### src/rtl/ahb_crc_slave.sv
// AHB-Lite slave that computes an MSB-first CRC-32 over the bytes written to DATA.
// Define CRC_SUBWORD_EN to accept byte/halfword DATA writes; without it they get an ERROR response.
module ahb_crc_slave #(
  parameter logic [31:0] POLY     = 32'h04C11DB7,
  parameter logic [31:0] SEED_RST = 32'hFFFFFFFF
) (
  input  logic        HCLK,
  input  logic        HRESETn,
  input  logic        HSEL,
  input  logic [31:0] HADDR,
  input  logic [1:0]  HTRANS,
  input  logic        HWRITE,
  input  logic [2:0]  HSIZE,
  input  logic [31:0] HWDATA,
  input  logic        HREADY,
  output logic        HREADYOUT,
  output logic        HRESP,
  output logic [31:0] HRDATA
);
  // state   | meaning
  // ST_IDLE | no data phase in progress
  // ST_XFER | legal transfer in its data phase
  // ST_ERR1 | ERROR cycle 1 (HREADYOUT low), address phases ignored
  // ST_ERR2 | ERROR cycle 2 (HREADYOUT high), next address phase may be taken
  typedef enum logic [1:0] {ST_IDLE, ST_XFER, ST_ERR1, ST_ERR2} state_t;

  localparam logic [2:0] R_DATA  = 3'd0;
  localparam logic [2:0] R_CRC   = 3'd1;
  localparam logic [2:0] R_SEED  = 3'd2;
  localparam logic [2:0] R_CTRL  = 3'd3;
  localparam logic [2:0] R_COUNT = 3'd4;

  state_t      state, state_nxt;
  logic [31:0] crc, seed, crc_data;
  logic [15:0] count, count_nxt;
  logic [16:0] count_sum;
  logic [2:0]  n_bytes;
  logic [4:0]  dp_addr;
  logic [1:0]  dp_size;
  logic        dp_write;
  logic        accept, addr_err;
  logic [2:0]  a_reg;
  logic        unused_bits;
`ifdef CRC_SUBWORD_EN
  logic [15:0] hw;
`endif

  function automatic logic [31:0] crc_byte(input logic [31:0] c, input logic [7:0] d);
    logic [31:0] r;
    r = c;
    for (int i = 7; i >= 0; i--)
      r = (r[31] ^ d[i]) ? ({r[30:0], 1'b0} ^ POLY) : {r[30:0], 1'b0};
    return r;
  endfunction

  always_comb begin
    a_reg    = HADDR[4:2];
    addr_err = 1'b0;
    if (HSIZE > 3'd2 || a_reg > R_COUNT)                   addr_err = 1'b1;
    if (HSIZE == 3'd2 && HADDR[1:0] != 2'b00)              addr_err = 1'b1;
    if (HSIZE == 3'd1 && HADDR[0])                         addr_err = 1'b1;
    if (HSIZE != 3'd2 && a_reg != R_DATA)                  addr_err = 1'b1;
    if (HWRITE && (a_reg == R_CRC || a_reg == R_COUNT))    addr_err = 1'b1;
`ifndef CRC_SUBWORD_EN
    if (HWRITE && HSIZE != 3'd2)                           addr_err = 1'b1;
`endif
  end

  // ERROR cycle 1 drives HREADYOUT low, so anything on the bus then is not a real address phase
  assign accept = HSEL && HREADY && HTRANS[1] && (state != ST_ERR1);

  always_comb begin
    state_nxt = ST_IDLE;
    HREADYOUT = 1'b1;
    HRESP     = 1'b0;
    if (state == ST_ERR1)
      state_nxt = ST_ERR2;
    else if (accept)
      state_nxt = addr_err ? ST_ERR1 : ST_XFER;
    if (state == ST_ERR1) HREADYOUT = 1'b0;
    if (state == ST_ERR1 || state == ST_ERR2) HRESP = 1'b1;
  end

  always_ff @(posedge HCLK or negedge HRESETn) begin
    if (!HRESETn) state <= ST_IDLE;
    else          state <= state_nxt;
  end

  always_ff @(posedge HCLK or negedge HRESETn) begin
    if (!HRESETn) begin
      dp_addr  <= 5'd0;
      dp_write <= 1'b0;
      dp_size  <= 2'd0;
    end else if (accept && !addr_err) begin
      dp_addr  <= HADDR[4:0];
      dp_write <= HWRITE;
      dp_size  <= HSIZE[1:0];
    end
  end

  always_comb begin
    crc_data = crc_byte(crc_byte(crc_byte(crc_byte(crc, HWDATA[31:24]), HWDATA[23:16]),
                                 HWDATA[15:8]), HWDATA[7:0]);
    n_bytes  = 3'd4;
`ifdef CRC_SUBWORD_EN
    hw = dp_addr[1] ? HWDATA[31:16] : HWDATA[15:0];
    if (dp_size == 2'd1) begin
      crc_data = crc_byte(crc_byte(crc, hw[15:8]), hw[7:0]);
      n_bytes  = 3'd2;
    end else if (dp_size == 2'd0) begin
      crc_data = crc_byte(crc, HWDATA[{dp_addr[1:0], 3'b000} +: 8]);
      n_bytes  = 3'd1;
    end
`endif
    count_sum = {1'b0, count} + {14'd0, n_bytes};
    count_nxt = count_sum[16] ? 16'hFFFF : count_sum[15:0];
  end

  always_ff @(posedge HCLK or negedge HRESETn) begin
    if (!HRESETn) begin
      crc   <= SEED_RST;
      seed  <= SEED_RST;
      count <= 16'd0;
    end else if (state == ST_XFER && dp_write) begin
      case (dp_addr[4:2])
        R_DATA: begin
          crc   <= crc_data;
          count <= count_nxt;
        end
        R_SEED: seed <= HWDATA;
        R_CTRL: if (HWDATA[0]) begin
          crc   <= seed;
          count <= 16'd0;
        end
        default: ;
      endcase
    end
  end

  // Registers only change at the end of a data phase, so a combinational mux gives start-of-phase values
  always_comb begin
    HRDATA = 32'h0;
    if (state == ST_XFER && !dp_write) begin
      case (dp_addr[4:2])
        R_CRC:   HRDATA = crc;
        R_SEED:  HRDATA = seed;
        R_COUNT: HRDATA = {16'h0, count};
        default: HRDATA = 32'h0;
      endcase
    end
  end

  assign unused_bits = ^{HADDR[31:5], HTRANS[0], dp_size, dp_addr[1:0]};

endmodule

### config.mk
export PLATFORM = sky130hd
export DESIGN_NAME = ahb_crc_slave
export DESIGN_NICKNAME = d
export VERILOG_FILES = /design/src/rtl/ahb_crc_slave.sv
export SDC_FILE = /design/constraint.sdc
export NUM_CORES = 1
export LEC_CHECK = 0
export ABC_AREA = 1
export CORE_MARGIN = 3
export CORE_UTILIZATION = 53
export CTS_CLUSTER_DIAMETER = 200
export CTS_CLUSTER_SIZE = 30
export DETAILED_ROUTE_END_ITERATION = 8
export PLACE_DENSITY = 0.79
export SYNTH_ARGS = -nofsm -noshare
export SYNTH_HDL_FRONTEND = slang
export SYNTH_SLANG_ARGS = --single-unit
### constraint.sdc
create_clock -name HCLK -period 2.44 [get_ports HCLK]
set_input_delay 0.732 -clock HCLK [delete_from_list [all_inputs] [get_ports HCLK]]
set_output_delay 0.732 -clock HCLK [all_outputs]
set_load 0.01 [all_outputs]
==> implementation parameters, run 1 <==
Parameter                              Value

Yosys
  Count of state elements after synthesis ... 85
  Combined area of all synthesized cells ... roughly 9600 um^2
  Number of enable-type register cells in the synthesized netlist ... 0
  Avg Cell Area, Syn ... approximately 6.3 um^2
  Leading register cell type out of synthesis ... dfstp_2
  Number of instances in the synthesized netlist ... between 1500 and 2000
  Net count after synthesis ... around 1600
  Synth warn ... 0
  Post-synth cell types ... 46
  FFs w/ async S/R, synth ... 100%
  Part of the Yosys area used for sequential elements ... a little under a quarter

STA
  Critical endpoint after global-route timing repair ... crc[6]$_DFFE_PN1P_/D
  Kind of the worst endpoint ... register input

Clocking
  TritonCTS buffer count ... 9
  Cts-stage hold buffer count ... 0
  Sinks on Clock Net ... 85
  H-tree level count ... 3
  Cell at the root of the clock tree ... clkbuf_16
  Clock buffer depth ... 2

Floorplan
  Initial Utilization ... 54.8%
  Die extent in x ... ~140 um
  I/O pin count ... 108
  Standard-cell rows ... between 40 and 50
  Chip Height ... about 140 um

Placement
  Standard cell area after detailed placement ... around 13000 um^2
  Port Buf Inserts ... 79
  Final Wtd Congestion ... 0.996
  Detailed Place HPWL ... ~32000 um

Outcome
  Terminating stage of the flow ... global routing (5_1_grt)
  Stop Error ... [ERROR DPL-0038] Utilization greater than 100%, impossible to legalize
  Result of the run ... stopped before the end

Global routing
  Largest net degree at the start of global routing ... 61
[per-stage QoR]
| step | utilization, % | worst slack, ns | instances | TNS [ns] | hold WS [ns] |
|---|---|---|---|---|---|
| 2_1_floorplan | - | -0.444 | 1528 | -11.69 | 0.436 |
| 3_3_place_gp | 74.2 | -1.73 | 2055 | -49.27 | 0.479 |
| 3_5_place_dp | 74.2 | -1.75 | 2055 | -52.27 | 0.497 |
| 4_1_cts | 89.3 | -0.692 | 2167 | -22.59 | 0.302 |
[logic make-up after synthesis]
group / Yosys count / synth area share (%)
flops: 85 / 23.0
mux: 4 / 0.470
fa+ha+maj: 1 / 0.131
buf+inv: 218 / 8.76
simple gates: 959 / 47.6
compound gates: 149 / 9.42
xor+xnor: 112 / 10.6
[cell usage after synthesis, types with 3 or more instances]
library cell	n	area, um^2
a21oi_1	34	170
a22oi_1	27	203
buf_2	3	15.0
clkbuf_1	23	86.3
dfrtp_1	21	526
dfstp_2	64	1680
inv_1	154	578
inv_2	32	120
inv_4	4	25.0
mux2_2	4	45.0
nand2_1	611	2290
nand2_2	96	601
nand2_4	38	428
nand2_8	3	60.1
nand3_1	151	756
nand3_2	13	130
nand3_4	3	52.6
nor2_1	20	75.1
nor2_2	4	25.0
nor3_1	9	45.0
o211ai_1	4	30.0
o21ai_0	48	240
o21ai_1	9	45.0
o221ai_1	13	114
o22ai_1	8	50.1
xnor2_1	22	193
xor2_1	86	753
xor2_2	3	48.8
[timing repair]
action	CTS
pin swaps	201
gates resized for setup	577
cloned	4
endpoints found under the hold margin	0
setup endpoints to repair	64
buffers inserted	95
==> run 2, diff against run 1 <==
--- a/config.mk
+++ b/config.mk
@@ -7,11 +7,9 @@
 export LEC_CHECK = 0
 export ABC_AREA = 1
 export CORE_MARGIN = 3
-export CORE_UTILIZATION = 53
-export CTS_CLUSTER_DIAMETER = 200
-export CTS_CLUSTER_SIZE = 30
+export CORE_UTILIZATION = 40
 export DETAILED_ROUTE_END_ITERATION = 8
-export PLACE_DENSITY = 0.79
+export PLACE_DENSITY_LB_ADDON = 0.15
 export SYNTH_ARGS = -nofsm -noshare
 export SYNTH_HDL_FRONTEND = slang
 export SYNTH_SLANG_ARGS = --single-unit
==> constraint.sdc (replaced) <==
create_clock -name HCLK -period 3.15 [get_ports HCLK]
set_input_delay 0.945 -clock HCLK [delete_from_list [all_inputs] [get_ports HCLK]]
set_output_delay 0.945 -clock HCLK [all_outputs]
set_load 0.01 [all_outputs]
==> implementation parameters, run 2 <==
Parameter                              Value

Floorplan
  Standard-cell rows ... 56
  I/O pin count ... between 100 and 150
  Area of the placeable core ... about 23000 um^2
  Chip Height ... about 160 um
  Die area ... 25800 um^2
  Initial Utilization ... between 40% and 50%
  Die extent in x ... approximately 160 um

Finish
  Share of final-layout standard cells stronger than drive strength 1 ... 53.9%
  Fill cell count ... 1674
  Post-layout nets ... slightly below 2000
  Largest registers ... crc: 32 flops, seed: 32 flops, count: 15 flops
  Most common library cell in the layout ignoring fill and taps ... nand2_1
  Multi-input combinational cell area ... just under 10000 um^2
  Combined flip-flop and latch cell area ... between 2000 and 2500 um^2
  Most frequent cells in the layout ... 359 x nand2_1, 233 x buf_4, 197 x nand2_2
  Number of standard cells in the final layout excluding fillers ... between 2000 and 2500
  Final antenna diode count ... 0
  Final design utilization ... 71.7%
  Area growth from synthesis to final layout ... 75.8%

Pwr
  Net switching share of the total power ... between 50% and 60%
  PD cells ... 794 nW/um^2
  Worst ir drop on vdd ... about 0.73 mV
  Clock share of power ... slightly above 8%
  Internal power component ... 6.37 mW
  Proportion of power drawn by flip-flops and latches ... under 10%
  Leakage ... 8.69 nW
  Combinational cell fraction of total power ... approximately 82%
  Total net switching power ... 7.01 mW

Worst setup path
  Crit path capture type ... register
  Required time worst endpoint ... 3.44 ns
  Critical path peak fanout ... 8
  CP arrival ... 3.75 ns
  CP Launch Type ... primary input
  Category of the critical setup timing path ... primary input to register

STA
  Setup repair after global routing missed its margin ... yes
  Slew at the pin closest to its max-slew limit ... roughly 0.68 ns
  Post-route minimum period ... ~3.5 ns
  Final number of hold-violating endpoints ... 0
  Worst setup margin ... -0.302 ns
  Setup clock skew after layout ... approximately 0.014 ns
  Final-report max-slew violation count ... 0
  Max Fclk ... approximately 290 MHz
  Final Setup Violations ... 31
  Final critical-path share of the clock period ... 110%
  Slew Limit Headroom ... approximately 55%

Clocking
  Sinks on Clock Net ... 85
  Register clock-pin slew on the reported worst setup and hold paths ... about 0.070 ns
  Cell at the root of the clock tree ... clkbuf_16
  TritonCTS clock tree ... done
  TritonCTS buffer count ... 9
  H-tree level count ... 3
  Worst skew pair latency ... 0.36 ns
  Clock buffer depth ... 2

Yosys
  FFs w/ async S/R, synth ... 100%
  Synth warn ... 0
  Area fraction of the dominant cell type after synthesis ... a little under a quarter
  Avg Cell Area, Syn ... around 6.3 um^2
  Library cell with the largest summed area after synthesis ... nand2_1
  Part of the Yosys area used for sequential elements ... between 20% and 30%
  Net count after synthesis ... about 1600
  Leading register cell type out of synthesis ... dfstp_2
  Number of enable-type register cells in the synthesized netlist ... 0
  Leading cell types by count after synthesis ... 611 x nand2_1, 154 x inv_1, 151 x nand3_1
  Largest cells by area after synthesis ... nand2_1 24%, dfstp_2 18%, nand3_1 7.9%
  Count of state elements after synthesis ... between 80 and 90
  Post-synth cell types ... 46
  Number of instances in the synthesized netlist ... 1528
  Combined area of all synthesized cells ... 9580 um^2
  Library cell with the highest instance count after synthesis ... nand2_1

Placement
  Detailed Place HPWL ... 29600 um
  Port Buf Inserts ... between 70 and 80
  Final Wtd Congestion ... 0.984
  Number of cells after detailed placement ... 2085

Run
  Number of max-capacitance violations reported ... 0

Global routing
  Antenna violations before repair ... 0
  Largest net degree at the start of global routing ... 61
  Wire length of the first global-routing pass ... roughly 62000 um
  Vias in the first global route ... about 11000
  Total congestion overflow ... 0
  Combined global-route utilization of all metal layers ... a little under a third

Routing
  Routed vias/inst ... about 5.5
  Total wire length ... between 40000 and 50000 um
  Residual DRC ... 0
  First-iteration detailed-routing DRC count ... about 1400
  Post-route antenna net violation count ... 0
  Via count of the routed design ... 12300
  Post-detailed-route wirelength per cell ... 20.2 um
  Detailed Routing Iterations Pass 1 ... 6

Hold path
  Hold Crit Class ... register to register

Outcome
  Failing checks ... negative setup slack
  Result of the run ... finished, violations left
[run 2: cell counts after synthesis]
No cell type changed its count.
[run 2: cells by family (layout without fill, tap and decap cells)]
logic type	after synthesis	after routing	share of synthesized area [%]
and+or+nand+nor	959	961	47.6
xor gates and xnor gates	112	112	10.6
adders and majority gates	1	1	0.131
AOI/OAI and AO/OA	149	149	9.42
muxes	4	4	0.470
DFF	85	85	23.0
buffers and inverters	218	579	8.76
[run 2: repair_timing]
item / CTS / global route
cloned: 3 / 2
hold buffers: 0 / 0
gates resized for setup: 539 / 322
endpoints found under the setup margin: 53 / 46
pin swaps: 222 / 213
buffers inserted: 83 / 30
[run 2: worst paths after layout]
kind / start / to / slack [ns] / cells after the start
worst max-delay path: HWDATA[31] / crc[20]$_DFFE_PN1P_ / -0.30 / 23
worst min-delay path: seed[25]$_DFFE_PN1P_ / seed[25]$_DFFE_PN1P_ / 0.51 / 2
worst max register to register: crc[31]$_DFFE_PN1P_ / crc[20]$_DFFE_PN1P_ / -0.24 / 22
worst min register to register: seed[25]$_DFFE_PN1P_ / seed[25]$_DFFE_PN1P_ / 0.51 / 2
max in group asynchronous: HRESETn / crc[13]$_DFFE_PN1P_ / 1.82 / 2
min in group asynchronous: HRESETn / count[15]$_DFFE_PN0P_ / 0.60 / 1
[run 2: power by group through the flow]
stage	combinational [mW]	sequential, mW	clock, mW
floorplan	4.23	1.28	0
global placement	6.99	1.31	0
detailed placement	7.02	1.31	0
CTS	8.98	1.30	1.11
global route	11.6	1.32	1.14
finish	11.0	1.31	1.09
[run 2: final cells by class]
cell class	count	share of cell area, %
tap	319	2.37
inverter	190	4.90
multi-input combinational	1227	57.5
clock inverter	4	0.178
timing repair buffer	373	20.4
clock buffer	12	1.59
sequential	85	13.1
[run 2: metal layers]
| metal | track usage [%] | vias to the layer above | share of wire, % |
|---|---|---|---|
| li1 | - | 5531 | - |
| met1 | 40.3 | 5894 | 39 |
| met2 | 51.4 | 656 | 47 |
| met3 | 3.02 | 180 | 7.8 |
| met4 | 12.2 | 0 | 5.9 |
| met5 | 0 | - | 0 |
[run 2: critical path, cell delays in order]
cell and delay [ns]:
buf_12 0.11, clkinv_8 0.07, nand2_8 0.07, nand2_8 0.10, buf_6 0.15, nand2_4 0.09
nand2_8 0.08, nand2_1 0.12, nand2_2 0.12, buf_6 0.15, inv_1 0.09, nand2_1 0.09
nand2_1 0.06, nand2_1 0.06, nand2_1 0.17, nand3_2 0.19, nand3_4 0.18, nand2_8 0.09
buf_4 0.15, xnor2_2 0.17, xor2_1 0.19, nand2_1 0.16, nand2_1 0.13
[run 2: per-stage QoR]
| stage | cell area, um^2 | setup WS, ns | setup TNS, ns | total power, mW | hold slack (ns) |
|---|---|---|---|---|---|
| floorplan | 9580 | 0.0151 | 0 | 5.51 | 0.463 |
| global placement | 12200 | -1.20 | -31.93 | 8.30 | 0.484 |
| detailed placement | 12200 | -1.27 | -33.22 | 8.33 | 0.492 |
| CTS | 15100 | -0.0584 | -0.135 | 11.4 | 0.502 |
| global route | 16800 | -0.367 | -8.74 | 14.0 | 0.531 |
| finish | 16800 | -0.302 | -6.03 | 13.4 | 0.506 |
No activity file was read; power rests on OpenSTA's default activity.
==> run 3, diff against run 2 <==
--- a/config.mk
+++ b/config.mk
@@ -6,8 +6,8 @@
 export NUM_CORES = 1
 export LEC_CHECK = 0
 export ABC_AREA = 1
-export CORE_MARGIN = 3
 export CORE_UTILIZATION = 40
+export CTS_BUF_LIST = sky130_fd_sc_hd__clkbuf_4
 export DETAILED_ROUTE_END_ITERATION = 8
 export PLACE_DENSITY_LB_ADDON = 0.15
 export SYNTH_ARGS = -nofsm -noshare
==> implementation parameters, run 3 (same netlist as run 2, synthesis figures left out) <==
Parameter                              Value

Outcome
  Result of the run ... finished, violations left
  Failing checks ... negative setup slack

Worst setup path
  Sequence of cells on the critical path ... buf_2 > inv_4 > nand2_4 > nand2_8 > nand2_4 > nand2_4 > nand3_4 > nand2_8 > nand2_8 > nand2_4 > nand2_4 > nand2_8 > buf_6 > inv_4 > nand2_4 > nand2_8 > buf_4 > buf_4 > buf_4 > xor2_2 > or2_0 > nand3_1 > nand3_2 > nand2_2
  Most used cell, CP ... nand2_4
  Slowest cell on crit path ... or2_0
  Critical path peak fanout ... 8
  CP Launch Type ... primary input
  Category of the critical setup timing path ... primary input to register
  Cell family contributing the most delay on the critical path ... simple AND/OR/NAND/NOR gates
  Worst Path Buf+Inv ... 7
  Crit path capture type ... register
  Crit path largest cell delay ... between 0.2 and 0.3 ns
  Required time worst endpoint ... approximately 3.6 ns
  CP arrival ... around 3.9 ns

Placement
  Final Wtd Congestion ... about 1
  Standard cell area after detailed placement ... between 10000 and 15000 um^2
  Port Buf Inserts ... 79
  Detailed Place HPWL ... between 20000 and 30000 um
  Post-place setup slack ... -1.13 ns

Finish
  Most frequent cells in the layout ... 334 x nand2_1, 219 x buf_4, 180 x nand2_2
  Share of final-layout standard cells stronger than drive strength 1 ... a little under three fifths
  Area growth from synthesis to final layout ... 80.8%
  Post-layout nets ... between 1500 and 2000
  Design Area, Final ... 17300 um^2
  Largest registers ... crc: 32 flops, seed: 32 flops, count: 15 flops
  Most common library cell in the layout ignoring fill and taps ... nand2_1
  Fill cell count ... between 1500 and 2000

Floorplan
  I/O pin count ... ~110
  Die extent in x ... 157 um
  Standard-cell rows ... 56
  Area of the placeable core ... 23500 um^2
  Die area ... about 25000 um^2
  Initial Utilization ... 40.8%
  Chip Height ... between 150 and 200 um

Clocking
  TritonCTS buffer count ... 9
  Register clock-pin slew on the reported worst setup and hold paths ... about 0.17 ns
  Cell at the root of the clock tree ... clkbuf_4
  Worst skew pair latency ... ~0.52 ns
  Clock buffer depth ... 2
  TritonCTS clock tree ... done
  Sinks on Clock Net ... 85
  H-tree level count ... 3

STA
  Final-report max-slew violation count ... 0
  Slew Limit Headroom ... 53.8%
  Final critical-path share of the clock period ... 111%
  Final Setup Violations ... 38
  Worst setup margin ... -0.339 ns
  Final number of hold-violating endpoints ... 0
  Slew at the pin closest to its max-slew limit ... around 0.69 ns
  Max Fclk ... 287 MHz
  Setup clock skew after layout ... about 0.046 ns
  Post-route minimum period ... 3.49 ns
  Smallest hold slack ... 0.441 ns
  Setup repair after global routing missed its margin ... yes

Pwr
  Worst ir drop on vdd ... approximately 0.65 mV
  PD cells ... 819 nW/um^2
  Leakage ... just under 9 nW
  Total power of the final layout ... roughly 14 mW

Routing
  First-iteration detailed-routing DRC count ... 1108
  Via count of the routed design ... 12400
  Post-route antenna net violation count ... 0
  Residual DRC ... 0
  Post-detailed-route wirelength per cell ... around 21 um
  Total wire length ... 47300 um
  Routed vias/inst ... between 5 and 6
  Detailed Routing Iterations Pass 1 ... 7

Global routing
  Wire length of the first global-routing pass ... just under 60000 um
  Vias in the first global route ... approximately 10000
  Total congestion overflow ... 0
  Combined global-route utilization of all metal layers ... between 30% and 40%
  Largest net degree at the start of global routing ... between 60 and 70
  Antenna violations before repair ... 2

Run
  Number of max-capacitance violations reported ... 0

Hold path
  Hold Crit Class ... primary input to async pin
## run 3: cell count changes in the layout (fill, tap and decap cells not counted), sizes merged, moves of 2 or more
cell           previous run  this run
dlymetal6s2s             13        16
clkdlybuf4s50            29        35
clkbuf                   14        12
clkdlybuf4s15             2         7
dlygate4sd2              23        11
inv                     188       191
buf                     303       311
diode                     0         2
## run 3: path summary, 6_finish.rpt
check | cells after the start | slack [ns] | to | from
worst max-delay path | 24 | -0.34 | crc[19]$_DFFE_PN1P_ | HWDATA[31]
worst min-delay path | 1 | 0.44 | count[12]$_DFFE_PN0P_ | HRESETn
worst max register to register | 22 | -0.33 | crc[19]$_DFFE_PN1P_ | crc[31]$_DFFE_PN1P_
worst min register to register | 2 | 0.51 | seed[15]$_DFFE_PN1P_ | seed[15]$_DFFE_PN1P_
max in group asynchronous | 2 | 1.84 | seed[28]$_DFFE_PN1P_ | HRESETn
min in group HCLK | 2 | 0.51 | seed[15]$_DFFE_PN1P_ | seed[15]$_DFFE_PN1P_
## run 3: final cells by class
| cell class | instances | area (um^2) | share of cell area (%) |
|---|---|---|---|
| Inverter | 190 | 806 | 4.65 |
| Tap cell | 319 | 399 | 2.30 |
| Multi-Input combinational cell | 1227 | 10200 | 58.7 |
| Clock buffer | 9 | 67.6 | 0.390 |
| Timing Repair Buffer | 384 | 3590 | 20.8 |
| Sequential cell | 85 | 2210 | 12.7 |
| Antenna cell | 2 | 5.00 | 0.0289 |
| Clock inverter | 7 | 72.6 | 0.419 |
## run 3: power breakdown
| group | switching (mW) | internal, mW |
|---|---|---|
| Clock | 0.475 | 0.245 |
| Combinational | 7.13 | 5.04 |
| Sequential | 0.0881 | 1.22 |
| Total | 7.69 | 6.50 |
## run 3: metal layers
| layer | track usage, % | share of wire (%) | routed length (um) |
|---|---|---|---|
| met4 | 11.1 | 6.5 | 3080 |
| met3 | 3.85 | 7.6 | 3610 |
| met5 | 0 | 0 | 0 |
| met2 | 51.3 | 48 | 22500 |
| met1 | 42.4 | 38 | 18100 |
## run 3: repair_timing
action / 4_1_cts / 5_1_grt
pin swaps: 138 / 259
resized for setup: 320 / 653
endpoints found under the setup margin: 64 / 63
gates cloned: 2 / 2
hold buffers: 0 / 0
setup buffers: 47 / 83
## run 3: metrics by stage
stage	utilization (%)	cells	setup TNS (ns)
floorplan	-	1528	0
global placement	51.8	2084	-31.61
detailed placement	51.8	2084	-32.61
CTS	58.5	2148	-3.40
global route	73.8	2222	-12.50
finish	73.8	2223	-8.49
## run 3: worst reg2reg max path, cell delays in order (launching register included)
cell     delay, ns
dfstp_2       0.67
nand2_4       0.12
nand2_8       0.14
nand2_4       0.07
nand2_4       0.09
nand3_4       0.17
nand2_8       0.20
nand2_8       0.08
nand2_4       0.08
nand2_4       0.09
nand2_8       0.12
buf_6         0.12
inv_4         0.03
nand2_4       0.10
nand2_8       0.08
buf_4         0.14
buf_4         0.12
buf_4         0.14
xor2_2        0.20
or2_0         0.27
nand3_1       0.12
nand3_2       0.17
nand2_2       0.11
